<file path="src/rtl/gold_seq_pkg.sv">
// Shared constants, state encoding and elaboration-time helpers for the Gold sequence generator.
// The helpers precompute the x1 state and the x2 jump matrix after the NC-bit warm-up.
package gold_seq_pkg;

  localparam int GS_WIDTH = 31;
  localparam int GS_NC    = 1600;
  localparam int GS_OUT_W = 2;
  localparam int GS_LEN_W = 10;

  // x1: x^31+x^3+1, x2: x^31+x^3+x^2+x+1 (bit i of the mask taps state bit i)
  localparam logic [GS_WIDTH-1:0] X1_TAPS = 31'h0000_0009;
  localparam logic [GS_WIDTH-1:0] X2_TAPS = 31'h0000_000F;
  localparam logic [GS_WIDTH-1:0] X1_SEED = 31'h0000_0001;

  typedef enum logic [1:0] {
    ST_IDLE = 2'd0,
    ST_WARM = 2'd1,
    ST_RUN  = 2'd2
  } gold_state_e;

  typedef logic [GS_WIDTH-1:0][GS_WIDTH-1:0] jump_mat_t;

  function automatic logic [GS_WIDTH-1:0] lfsr_step(input logic [GS_WIDTH-1:0] s,
                                                    input logic [GS_WIDTH-1:0] taps);
    return {^(s & taps), s[GS_WIDTH-1:1]};
  endfunction

  function automatic logic [GS_WIDTH-1:0] x1_at_nc();
    logic [GS_WIDTH-1:0] s;
    s = X1_SEED;
    for (int n = 0; n < GS_NC; n++) begin
      s = lfsr_step(s, X1_TAPS);
    end
    return s;
  endfunction

  // Column j is the x2 state reached after NC steps from the unit vector e_j.
  function automatic jump_mat_t x2_jump_matrix();
    jump_mat_t m;
    logic [GS_WIDTH-1:0] s;
    m = '0;
    for (int j = 0; j < GS_WIDTH; j++) begin
      s = '0;
      s[j] = 1'b1;
      for (int n = 0; n < GS_NC; n++) begin
        s = lfsr_step(s, X2_TAPS);
      end
      m[j] = s;
    end
    return m;
  endfunction

  function automatic logic [GS_WIDTH-1:0] x2_jump(input jump_mat_t m,
                                                  input logic [GS_WIDTH-1:0] s);
    logic [GS_WIDTH-1:0] acc;
    acc = '0;
    for (int j = 0; j < GS_WIDTH; j++) begin
      acc = acc ^ (m[j] & {GS_WIDTH{s[j]}});
    end
    return acc;
  endfunction

endpackage

</file>
<file path="src/rtl/gold_lfsr_step.sv">
// Combinational OUT_W-step unroll of one Fibonacci LFSR (shift right, feedback into MSB).
// bits[k] is state bit 0 before the k-th shift, so bit 0 is the earliest sequence bit.
module gold_lfsr_step #(
  parameter int               WIDTH = 31,
  parameter logic [WIDTH-1:0] TAPS  = WIDTH'(32'd9),
  parameter int               OUT_W = 2
) (
  input  logic [WIDTH-1:0] state_in,
  output logic [WIDTH-1:0] state_out,
  output logic [OUT_W-1:0] bits
);

  logic [WIDTH-1:0] w_s;

  always_comb begin
    w_s  = state_in;
    bits = '0;
    for (int k = 0; k < OUT_W; k++) begin
      bits[k] = w_s[0];
      w_s     = {^(w_s & TAPS), w_s[WIDTH-1:1]};
    end
    state_out = w_s;
  end

endmodule

</file>
<file path="src/rtl/gold_seq_gen.sv">
// Gold sequence c(n) generator: discards NC warm-up bits, then streams OUT_W bits/word under valid/ready.
// Define GOLD_SEQ_JUMP_EN to replace the iterative warm-up with a single-cycle A^NC jump.
module gold_seq_gen
  import gold_seq_pkg::*;
#(
  parameter int WIDTH = GS_WIDTH,
  parameter int NC    = GS_NC,
  parameter int OUT_W = GS_OUT_W,
  parameter int LEN_W = GS_LEN_W
) (
  input  logic             clk,
  input  logic             rst,
  input  logic             start,
  input  logic [WIDTH-1:0] c_init,
  input  logic [LEN_W-1:0] len,
  output logic [OUT_W-1:0] out_bits,
  output logic             out_valid,
  input  logic             out_ready,
  output logic             busy,
  output logic             done
);

  localparam int WARM_W = $clog2(NC / OUT_W + 1);
  localparam int CNT_W  = (LEN_W > WARM_W) ? LEN_W : WARM_W;
`ifdef GOLD_SEQ_JUMP_EN
  localparam int                WARM_CYC = 1;
  localparam jump_mat_t         JUMP_M   = x2_jump_matrix();
  localparam logic [WIDTH-1:0]  X1_NC    = x1_at_nc();
`else
  localparam int                WARM_CYC = NC / OUT_W;
`endif

  gold_state_e      r_state;
  logic [WIDTH-1:0] r_x1;
  logic [WIDTH-1:0] r_x2;
  logic [CNT_W-1:0] r_cnt;
  logic [LEN_W-1:0] r_len;
  logic             r_out_valid;
  logic             r_busy;
  logic             r_done;

  logic [WIDTH-1:0] w_x1_adv;
  logic [WIDTH-1:0] w_x2_adv;
  logic [WIDTH-1:0] w_x1_warm;
  logic [WIDTH-1:0] w_x2_warm;
  logic [OUT_W-1:0] w_bits1;
  logic [OUT_W-1:0] w_bits2;
  logic             w_accept;
  logic             w_last;

  gold_lfsr_step #(.WIDTH(WIDTH), .TAPS(X1_TAPS), .OUT_W(OUT_W)) u_x1_step (
    .state_in  (r_x1),
    .state_out (w_x1_adv),
    .bits      (w_bits1)
  );

  gold_lfsr_step #(.WIDTH(WIDTH), .TAPS(X2_TAPS), .OUT_W(OUT_W)) u_x2_step (
    .state_in  (r_x2),
    .state_out (w_x2_adv),
    .bits      (w_bits2)
  );

`ifdef GOLD_SEQ_JUMP_EN
  assign w_x1_warm = X1_NC;
  assign w_x2_warm = x2_jump(JUMP_M, r_x2);
`else
  assign w_x1_warm = w_x1_adv;
  assign w_x2_warm = w_x2_adv;
`endif

  assign w_accept  = r_out_valid & out_ready;
  assign w_last    = (r_cnt + CNT_W'(32'd1)) == CNT_W'(r_len);

  // Bits are only meaningful while a word is offered; forced to 0 otherwise.
  assign out_bits  = r_out_valid ? (w_bits1 ^ w_bits2) : '0;
  assign out_valid = r_out_valid;
  assign busy      = r_busy;
  assign done      = r_done;

  // Sequencer FSM: start has priority over every state; r_cnt counts warm-up cycles, then words.
  always_ff @(posedge clk or negedge rst) begin
    if (!rst) begin
      r_state     <= ST_IDLE;
      r_x1        <= X1_SEED;
      r_x2        <= '0;
      r_cnt       <= '0;
      r_len       <= '0;
      r_out_valid <= 1'b0;
      r_busy      <= 1'b0;
      r_done      <= 1'b0;
    end else begin
      r_done <= 1'b0;
      if (start) begin
        r_x1        <= X1_SEED;
        r_x2        <= c_init;
        r_cnt       <= '0;
        r_len       <= len;
        r_out_valid <= 1'b0;
        if (len == '0) begin
          r_state <= ST_IDLE;
          r_busy  <= 1'b0;
          r_done  <= 1'b1;
        end else begin
          r_state <= ST_WARM;
          r_busy  <= 1'b1;
        end
      end else begin
        case (r_state)
          ST_IDLE: begin
            r_out_valid <= 1'b0;
            r_busy      <= 1'b0;
          end
          ST_WARM: begin
            if (r_cnt < CNT_W'(WARM_CYC)) begin
              r_x1  <= w_x1_warm;
              r_x2  <= w_x2_warm;
              r_cnt <= r_cnt + CNT_W'(32'd1);
            end else begin
              r_state     <= ST_RUN;
              r_out_valid <= 1'b1;
              r_cnt       <= '0;
            end
          end
          ST_RUN: begin
            if (w_accept) begin
              r_x1 <= w_x1_adv;
              r_x2 <= w_x2_adv;
              if (w_last) begin
                r_state     <= ST_IDLE;
                r_out_valid <= 1'b0;
                r_busy      <= 1'b0;
                r_done      <= 1'b1;
                r_cnt       <= '0;
              end else begin
                r_cnt <= r_cnt + CNT_W'(32'd1);
              end
            end else begin
              r_cnt <= r_cnt;
            end
          end
          default: begin
            r_state     <= ST_IDLE;
            r_out_valid <= 1'b0;
            r_busy      <= 1'b0;
          end
        endcase
      end
    end
  end

endmodule

</file>
<file path="config.mk">
export PLATFORM = sky130hd
export DESIGN_NAME = gold_seq_gen
export DESIGN_NICKNAME = d
export VERILOG_FILES = /design/src/rtl/gold_seq_pkg.sv /design/src/rtl/gold_lfsr_step.sv /design/src/rtl/gold_seq_gen.sv
export SDC_FILE = /design/constraint.sdc
export NUM_CORES = 1
export LEC_CHECK = 0
export ABC_AREA = 1
export BUFFER_PORTS_ARGS = -buffer_cell sky130_fd_sc_hd__buf_2
export CAP_MARGIN = 0
export CELL_PAD_IN_SITES_DETAIL_PLACEMENT = 1
export CELL_PAD_IN_SITES_GLOBAL_PLACEMENT = 1
export CORE_UTILIZATION = 46
export CTS_BUF_LIST = sky130_fd_sc_hd__clkbuf_2 sky130_fd_sc_hd__clkbuf_4 sky130_fd_sc_hd__clkbuf_8
export CTS_CLUSTER_DIAMETER = 60
export DETAILED_ROUTE_END_ITERATION = 16
export PLACE_DENSITY = 0.9
export SLEW_MARGIN = 20
export SYNTH_ARGS = -nofsm -noshare
export SYNTH_HDL_FRONTEND = slang
export SYNTH_HIERARCHICAL = 1
export SYNTH_SLANG_ARGS = --single-unit
</file>
<file path="constraint.sdc">
create_clock -name clk -period 1.8 [get_ports clk]
set_input_delay 0.09 -clock clk [delete_from_list [all_inputs] [get_ports clk]]
set_output_delay 0.09 -clock clk [all_outputs]
set_load 0.01 [all_outputs]
</file>
After elaboration in Yosys (flattened, before gate mapping). Index checks and enable logic that the tools add are counted. Widths: inputs -> output; s select.

Register bits after elaboration: 87. Input port bits: 45. Output and inout bits: 5. Logic and storage cells: 66.

Add/subtract/negate cells: 1. Magnitude comparators: 1. Equal/unequal tests: 9. Multiplexer cells: 33. Bitwise operators: 2. Reduce and logical (&&, ||, !) cells: 12.

Operators with widths (number): $mux 31 (6); $pmux 31 s2 (2); $reduce_xor 31->1 (4); $mux 10 (4); $pmux 10 s2 (1); $mux 1 (12); $ne 3x3->1 const B (4); $add 10x1->10 const B (1); $eq 10x10->1 (1); $logic_not 10->1 (1); $lt 10x10->1 const B (1); $mux 2 (5); $reduce_and 3->1 (3); $pmux 2 s3 (1); $ne 2x2->1 const B (2); $pmux 1 s2 (2); $reduce_and 4->1 (1); $reduce_bool 3->1 (1); $eq 2x1->1 const B (1); $eq 2x2->1 const B (1); $logic_not 2->1 (1); $reduce_and 2->1 (1); $xor 2x2->2 (1); $and 1x1->1 (1).

Longest topological paths before layout. Gate-level depths: netlist of run 1.

Depth after elaboration: 6. Mapped depth: 14. Gate-level depth less buffers: 14.

Hierarchy. The synthesis of run 1 kept the hierarchy.

Modules (own cells, without submodules): gold_seq_gen (times used 1, cells an instance 484, area each 4140.2 um^2, sequential area each 2178.3 um^2); gold_lfsr_step at u_x2_step (times used 1, cells an instance 66, area each 364.1 um^2, sequential area each 0.0 um^2); gold_lfsr_step at u_x1_step (times used 1, cells an instance 41, area each 270.3 um^2, sequential area each 0.0 um^2).

Worst setup path before layout of run 1. OpenSTA, ideal clock, no wires.

Kind: register to register. Start: register r_cnt[0]. End: register r_cnt[1]. Setup time: 0.117 ns. Arrival: 1.563 ns. Data required time: 1.683 ns. Setup slack: 0.120 ns. Cell stages (with the launch flop): 14. Buffers on the path: 0. Clock period less this slack: 1.680 ns. Cells stage by stage: dfrtp_1 > ha_1 > nand2_1 > nor2_1 > nand3_1 > nand2_1 > nand2_1 > nand2_1 > nor2_1 > nand4_1 > nor2_2 > nor2_4 > nand2_1 > nand2_1.

Word-level cells in the longest chain between the ends: 6. Elaborated cells on any way between the ends: 8. Those cells by class: 1 x add/sub; 1 x order compare; 1 x eq/ne; 5 x mux.

Ends and longest elaborated chain: from (decl) (RTL line gold_seq_gen.sv:36) `logic [CNT_W-1:0] r_cnt;`; from (signal assigned) (RTL line gold_seq_gen.sv:117) `r_cnt <= r_cnt + CNT_W'(32'd1);`; from (signal assigned) (RTL line gold_seq_gen.sv:135) `r_cnt <= r_cnt + CNT_W'(32'd1);`; from (signal assigned) (RTL line gold_seq_gen.sv:138) `r_cnt <= r_cnt;`; $add 10x1->10 (RTL line gold_seq_gen.sv:72, gold_seq_gen.sv:117, gold_seq_gen.sv:135); $eq 10x10->1 (RTL line gold_seq_gen.sv:72) `assign w_last = (r_cnt + CNT_W'(32'd1)) == CNT_W'(r_len);`; $mux 10 (RTL line gold_seq_gen.sv:128) `if (w_last) begin`; $mux 10 (RTL line gold_seq_gen.sv:125) `if (w_accept) begin`; $pmux 10 s2 * (RTL line gold_seq_gen.sv:108) `case (r_state)`; $mux 10 * (RTL line gold_seq_gen.sv:93) `if (start) begin`.

Mark *: on every way between the ends. The rest lies on a longest branch, timed or not. The select of a mux whose other input is x is not followed. A chain may end at the register's enable or synchronous reset.

Final worst setup path of run 1.
Start: register r_cnt[1]. End: register r_busy, in the netlist busy.

Word-level cells in the longest chain between the ends: 4.

Ends and longest elaborated chain: $add 10x1->10 (RTL line gold_seq_gen.sv:72); $eq 10x10->1 (RTL line gold_seq_gen.sv:72); $ne 3x3->1 (no source line); $reduce_and 3->1 (no source line); to (signal assigned) (RTL line gold_seq_gen.sv:89) `r_busy <= 1'b0;`; to (signal assigned) (RTL line gold_seq_gen.sv:101) `r_busy <= 1'b0;`; to (signal assigned) (RTL line gold_seq_gen.sv:105) `r_busy <= 1'b1;`; to (decl) (RTL line gold_seq_gen.sv:39) `logic r_busy;`.

Every way passes these cells.

==> results of run 1 <==
-- metal layers --
layer	track usage (%)	vias to the layer above	wire length, µm
li1	-	1919	-
met1	29.3	2214	6390
met2	46.3	170	8530
met3	3.82	73	683
met4	8.78	0	806
met5	0	-	0
-- kinds of logic (layout without fill, tap and decap cells) --
group | count (synthesis) | in the layout | share of synthesized area (%)
compound gates | 81 | 81 | 12.2
buf+inv | 130 | 172 | 16.4
fa+ha+maj | 1 | 1 | 0.262
simple gates | 292 | 292 | 25.6
flops | 87 | 87 | 45.6
-- cells in the mapped netlist (2+ instances only) --
master	count	area share, %
dfrtp_1	86	45
clkbuf_1	8	0.63
nor2_4	6	1.4
nand3_1	24	2.5
inv_1	37	2.9
nand4_1	3	0.39
a31oi_1	31	4.1
buf_6	4	0.94
buf_4	69	11
o21ai_1	2	0.21
inv_2	8	0.63
nor3_1	2	0.21
nand3_2	2	0.42
nor2_1	52	4.1
a22o_1	30	5.5
o21ai_0	14	1.5
nor4_1	2	0.26
nand2_2	2	0.26
nor2_2	2	0.26
nand2_1	195	15
nor3_2	2	0.42
buf_2	4	0.42
-- cell type report --
cell class	count	area, µm²
clock inverters	5	57.6
inverters	45	171
flip-flops and latches	87	2190
well taps	133	166
fillers	1183	4300
multi-input cells	374	1970
clock buffers	11	145
repair buffers	111	913
-- worst max path at each step --
stage                         start              endpoint  slack [ns]
3_3_place_gp   r_cnt[0]$_DFFE_PN0P_  r_cnt[0]$_DFFE_PN0P_       -0.06
3_5_place_dp   r_cnt[0]$_DFFE_PN0P_  r_cnt[8]$_DFFE_PN0P_       -0.19
5_1_grt        r_cnt[1]$_DFFE_PN0P_  r_cnt[3]$_DFFE_PN0P_       -0.49
6_report       r_cnt[1]$_DFFE_PN0P_      busy$_DFFE_PN0P_       -0.38
2_1_floorplan  r_cnt[0]$_DFFE_PN0P_  r_cnt[1]$_DFFE_PN0P_        0.12
4_1_cts        r_cnt[1]$_DFFE_PN0P_  r_cnt[1]$_DFFE_PN0P_       -0.11
-- power by group --
part / internal (W) / switching (W)
clock: 0.000698 / 0.000788
sequential: 0.00210 / 0.000144
combinational: 0.000328 / 0.000489
-- sequential cells by signal, indices dropped and copies added (netlist names) --
name       flops
busy           1
done           1
out_valid      1
r_cnt         10
r_len         10
r_state        2
r_x1          31
r_x2          31
-- metrics by stage --
stage | setup WS, ns | utilization [%] | std cells | area, µm²
after floorplan | 0.120 | - | 591 | 4770
after global placement | -0.0605 | 47.8 | 705 | 4740
after detailed placement | -0.188 | 47.8 | 705 | 4740
after CTS | -0.111 | 54.2 | 758 | 5370
after global routing | -0.494 | 56.6 | 766 | 5610
final | -0.385 | 56.6 | 766 | 5610
-- critical path, cell delays in order, from the launching register on --
cell	delay, ns
dfrtp_2	0.45
ha_4	0.20
nand2_8	0.08
nor2_4	0.11
nand2_1	0.07
nand2_1	0.09
nand2_1	0.09
nand2_1	0.08
nand2_1	0.11
nor2_1	0.14
nand4_1	0.20
nand2_2	0.17
nand3_2	0.09
nand2_2	0.11
nand2_2	0.05
-- what timing repair did --
action / CTS / global route
setup buffers: 2 / 6
gates resized for setup: 20 / 38
setup endpoints to repair: 33 / 76
hold buffers: 35 / 0
cloned: 0 / 2
pin swaps: 11 / 19
endpoints found under the hold margin: 66 / 0
==> metrics.md, run 1 <==
| Metric | Value |
|---|---|
| Wire length per cell | 21.4 µm |
| P_leak | 2.77 nW |
| Inserted Clock Buffers | 9 |
| Failing checks | negative setup slack |
| # port buffers | 49 |
| Hold WS | 0.0101 ns |
| Power Dens Cells | 810 nW/µm² |
| Largest net degree at the start of global routing | 43 |
| Diodes inserted | 0 |
| Post-route worst setup slack | -0.385 ns |
| Avg Vias per Cell | 5.71 |
| R2r endpoint | busy$_DFFE_PN0P_ |
| Post-synth top flop | dfrtp_1 |
| Period utilisation layout | 121% |
| # nets final | 674 |
| Fmax | 0.458 GHz |
| Yosys warns | 6 |
| Synth Instances | 591 |
| Most frequent cells in the layout | nand2_1 (177), dfrtp_1 (80), nor2_1 (48), buf_2 (48), dlygate4sd3_1 (35) |
| Data required, critical path | 2.05 ns |
| Clock Tree Root | clkbuf_8 |
| Clock Latency Late Sink | 0.37 ns |
| Number of clock sinks | 87 |
| Initial antenna violation count | 0 |
| Vias in the first global route | 4352 |
| Post-synth EDFFs | 0 |
| Reg clk slew, reported paths | 0.11 ns |
| I/O pin total | 50 |
| Die width | 104 µm |
| Die footprint | 10800 µm² |
| Routed Antenna Nets | 0 |
| Synthesized area per cell | 8.08 µm² |
| DRC Markers | 0 |
| RSZ-0062 raised after global routing | true |
| GRT Total Usage | 25.0% |
| H-tree depth | 3 |
| Crit Path Max Fanout | 6 |
| CP Launch Type | flip-flop |
| DP HPWL | 7990 µm |
| Worst IR Drop VDD | 0.464 mV |
| Seq/Total Area, Yosys | 45.6% |
| Tmin final | 2.18 ns |
| Max_cap viols | 0 |
| Worst Setup Path Type | flip-flop to flip-flop |
| R2R depth | 14 |
| Most common cell after layout, fill and taps aside | nand2_1 |
| Starting density of the core | 48.2% |
| Pre-antenna DRT Iters | 4 |
| Seq cells post-synth | 87 |
| Slew Viols, Final | 0 |
| CP Capture Type | flip-flop |
| Relative slew margins | 66.6% |
| Layout overhead on the synthesized area | 17.5% |
| FP Rows | 36 |
| Tot Pwr | 0.00454 W |
| Hold Path End | r_x2[6]$_DFFE_PN0P_ |
| Global-route wire length before repair | 21400 µm |
| Status | complete, but fails checks |
| Drt first-iter violations | 278 |
| Yosys cell types | 28 |
| Crit path DAT | 2.44 ns |
| Area of the core | 9910 µm² |
| Share of cells above drive strength 1 | 24.6% |
| Synthesized Nets | 637 |
| Setup Skew | 0.0136 ns |
| FF-to-FF setup slack | -0.38 ns |
| Reg2reg start | r_cnt[1]$_DFFE_PN0P_ |
| Via count | 4376 |
| Final Wtd Congestion | 0.890 |
| Setup total negative slack | -7.67 ns |
| GRT overflow | 0 |
| HP Start | c_init[6] |
| Hold path cells | 3 |
| CTS tree | built |
| Clk buf depth | 2 |
| HP Class | input port to flip-flop |
| Routed WL | 16400 µm |
| Final hold violations | 0 |
| Die Y | 104 µm |
| Ys async rst share | 100% |
| Synth Cell Area | 4770 µm² |
| # setup viols final | 67 |
| Worst-Margin Slew | 0.501 ns |
Note: power is estimated with default switching activity, not from simulation.
==> run 2, diff against run 1 <==
ABC_AREA = unset   (was 1)
CORE_UTILIZATION = 48   (was 46)
PLACE_DENSITY = 0.89   (was 0.9)
==> run 2 against run 1 <==
Against the previous run: worst setup slack worse by 0.45 ns; combinational power up 46%; clock-buffer cell count is 2 lower; synthesized area down 2.1%; design area up 15%; cell count fell by 16%; critical path type unchanged; synthesized cell count fell by 24%; the flow finishes with violations (negative hold slack, negative setup slack).
==> metrics.md, run 2 <==
| Metric | Value |
|---|---|
| Status | complete, but fails checks |
| Failing checks | negative hold slack, negative setup slack |
| Wire length per cell | 35.9 µm (+67%) |
| R2r endpoint | r_cnt[2]$_DFFE_PN0P_ |
| Diodes inserted | 0 (unchanged) |
| Global-route wire length before repair | 25500 µm (+19%) |
| Avg Vias per Cell | 6.90 (+21%) |
| Drt first-iter violations | 636 (+130%) |
| Die width | 101 µm (-3.1%) |
| Reg clk slew, reported paths | 0.13 ns (+0.02 ns) |
| Layout overhead on the synthesized area | 38.6% |
| Area of the core | 9330 µm² (-5.9%) |
| Synthesized area per cell | 10.3 µm² (+28%) |
| Relative slew margins | 56.6% (-10 points) |
| Register Area | 2180 µm² (-0.29%) |
| Final hold violations | 3 (+3) |
| Largest net degree at the start of global routing | 51 (+19%) |
| Post-route worst setup slack | -0.837 ns (-0.452 ns) |
| CP Capture Type | flip-flop |
| Synth cell count leaders | dfrtp_1 (86), buf_4 (62), nand2_1 (53), o21ai_0 (40), mux2i_1 (31) |
| Initial antenna violation count | 0 (unchanged) |
| Most frequent cell after synthesis | dfrtp_1 |
| Reg2reg start | r_cnt[0]$_DFFE_PN0P_ |
| Setup Skew | 0.0236 ns (+0.00999 ns) |
| Share of the synthesized area in the top cell type | 46.1% (+0.98 points) |
| Fin util | 69.5% (+13 points) |
| Clk buf depth | 2 (unchanged) |
| Most common cell after layout, fill and taps aside | dfrtp_1 |
| Number of clock sinks | 87 (unchanged) |
| Hold path cells | 3 (unchanged) |
| Data required, critical path | 2.05 ns (about the same) |
| Post-synth EDFFs | 0 (unchanged) |
| # nets final | 559 (-17%) |
| Placed Instances | 573 (-19%) |
| Footprint of the multi-input gates | 2480 µm² (+26%) |
| Worst Setup Path Type | flip-flop to flip-flop |
| Synthesized Nets | 498 (-22%) |
| GRT Total Usage | 34.7% (+9.6 points) |
| Synth Cell Area | 4670 µm² (-2.1%) |
| Routed WL | 23200 µm (+41%) |
| Share of cells above drive strength 1 | 49.0% (+24 points) |
| H-tree depth | 3 (unchanged) |
| Tmin final | 2.64 ns (+0.452 ns) |
| Worst IR Drop VDD | 0.632 mV (+36%) |
| Clock Tree Root | clkbuf_8 |
| Power Dens Cells | 823 nW/µm² (+1.6%) |
| Non-Filler Instances | 647 (-16%) |
| Yosys warns | 6 (unchanged) |
| Seq/Total Area, Yosys | 46.6% (+0.99 points) |
| FP Rows | 35 (-2.8%) |
| I/O pin total | 50 (unchanged) |
| Top Registers | r_x1 (31), r_x2 (31) |
| Ys async rst share | 100% (unchanged) |
| Yosys cell types | 49 (+75%) |
| Crit Path Max Fanout | 6 (unchanged) |
| HP Start | c_init[5] |
| CTS tree | built |
| Fmax | 0.379 GHz (-17%) |
| Crit path DAT | 2.88 ns (+0.44 ns) |
| Routed Antenna Nets | 0 (unchanged) |
| Synth Instances | 452 (-24%) |
| FF-to-FF setup slack | -0.84 ns (-0.45 ns) |
| Die footprint | 10100 µm² (-6.1%) |
| DP HPWL | 7610 µm (-4.7%) |
| HP Class | input port to flip-flop |
| Pre-antenna DRT Iters | 5 (+1) |
| Die Y | 101 µm (-3.1%) |
| Hold Path End | r_x2[5]$_DFFE_PN0P_ |
| Fill cells | 896 (-24%) |
| Final Wtd Congestion | 0.842 (-5.4%) |
| # setup viols final | 77 (+15%) |
| Max_cap viols | 0 (unchanged) |
| Via count | 4463 (+2.0%) |
| Worst-Margin Slew | 0.644 ns (+0.143 ns) |
| Period utilisation layout | 146% (+25 points) |
| # port buffers | 49 (unchanged) |
| Most frequent cells in the layout | dfrtp_1 (85), buf_2 (48), buf_4 (44) |
| Vias in the first global route | 4267 (-2.0%) |
| R2R depth | 9 (-5) |
| Post-synth top flop | dfrtp_1 |
| CP Launch Type | flip-flop |
| Starting density of the core | 50.1% (+1.9 points) |
| Slew Viols, Final | 0 (unchanged) |
| RSZ-0062 raised after global routing | true |
| DRC Markers | 0 (unchanged) |
| Top cell type by total area after synthesis | dfrtp_1 |
| Clock Latency Late Sink | 0.42 ns (+0.05 ns) |
| P_leak | 3.06 nW (+10%) |
| Inserted Clock Buffers | 9 (unchanged) |
| GRT overflow | 0 (unchanged) |
| Hold WS | -0.0319 ns (-0.0420 ns) |
| Synth area leaders | dfrtp_1 (46%), buf_4 (10%), mux2i_1 (6.6%), a22o_1 (5.6%), o21ai_0 (4.3%) |
| Seq cells post-synth | 87 (unchanged) |
[run 2: cell types whose count changed in the layout (fill, tap and decap cells not counted), moves of 20 or more]
cell	previous run	this run
nand2_1	177	25
nor2_1	48	7
a31oi_1	31	0
mux2i_1	0	31
inv_1	34	6
buf_4	17	44
dlygate4sd3_1	35	11
o21ai_2	2	22
[run 2: where the power goes]
| part | internal (W) | switching [W] | leakage, nW |
|---|---|---|---|
| registers | 0.00211 | 0.000235 | 1.12 |
| clock network | 0.000815 | 0.000979 | 0.115 |
| logic | 0.000545 | 0.000646 | 1.83 |
| total | 0.00347 | 0.00186 | 3.06 |
[run 2: metal layers]
metal  part of all wire [%]  track usage (%)  routed length (µm)
met2                     44             57.0               10100
met1                     38             41.5                8760
met3                     11             8.11                2490
met4                    7.9             21.3                1840
met5                      0                0                   0
[run 2: layout make-up]
type,instances,share of cell area (%)
Timing Repair Buffer,144,21.6
Multi-Input combinational cell,265,38.3
Clock inverter,7,1.74
Tap cell,129,2.49
Sequential cell,87,33.6
Inverter,6,0.348
Clock buffer,9,1.91
[run 2: worst max-delay path by stage]
stage / startpoint / cells after the start / endpoint
floorplan: r_cnt[0]$_DFFE_PN0P_ / 10 / r_state[1]$_DFFE_PN0P_
CTS: r_cnt[1]$_DFFE_PN0P_ / 9 / done$_DFF_PN0_
detailed placement: r_cnt[0]$_DFFE_PN0P_ / 8 / out_valid$_DFFE_PN0P_
finish: r_cnt[0]$_DFFE_PN0P_ / 9 / r_cnt[2]$_DFFE_PN0P_
global route: r_cnt[0]$_DFFE_PN0P_ / 9 / r_cnt[2]$_DFFE_PN0P_
global placement: r_cnt[0]$_DFFE_PN0P_ / 8 / out_valid$_DFFE_PN0P_
[run 2: worst max-delay path, stage by stage (launching register included)]
cell and delay (ns):
dfrtp_1 0.43, buf_4 0.19, nand4_1 0.26, o21ai_0 0.28, nor4b_2 0.48, nor3_4 0.10, buf_6 0.17, clkbuf_16 0.17
o2111ai_2 0.21, nand3_1 0.19
[run 2: per-stage QoR]
| step | hold slack [ns] | power [W] | cell area, µm² | TNS [ns] | setup WS (ns) |
|---|---|---|---|---|---|
| finish | -0.0319 | 0.00533 | 6480 | -24.23 | -0.837 |
| floorplan | -0.206 | 0.00278 | 4670 | -6.30 | -0.493 |
| global route | 0.00233 | 0.00539 | 6480 | -23.97 | -0.833 |
| CTS | 0.0129 | 0.00467 | 5500 | -5.45 | -0.414 |
| global placement | 0.111 | 0.00284 | 4810 | -3.45 | -0.292 |
| detailed placement | 0.0997 | 0.00290 | 4810 | -8.61 | -0.453 |
[run 2: logic make-up (layout without fill, tap and decap cells)]
logic type | count (synthesis) | in the layout | synth area share [%]
simple gates | 105 | 105 | 11.0
buf+inv | 100 | 166 | 13.8
compound gates | 96 | 96 | 14.7
flops | 87 | 87 | 46.6
mux | 41 | 41 | 9.05
xor+xnor | 22 | 22 | 4.58
fa+ha+maj | 1 | 1 | 0.268
[run 2: repair_timing]
action	CTS	global route
hold buffers	11	0
endpoints found under the hold margin	45	0
pin swaps	29	54
setup buffers	7	23
gates cloned	3	16
endpoints found under the setup margin	76	77
gates resized for setup	54	152
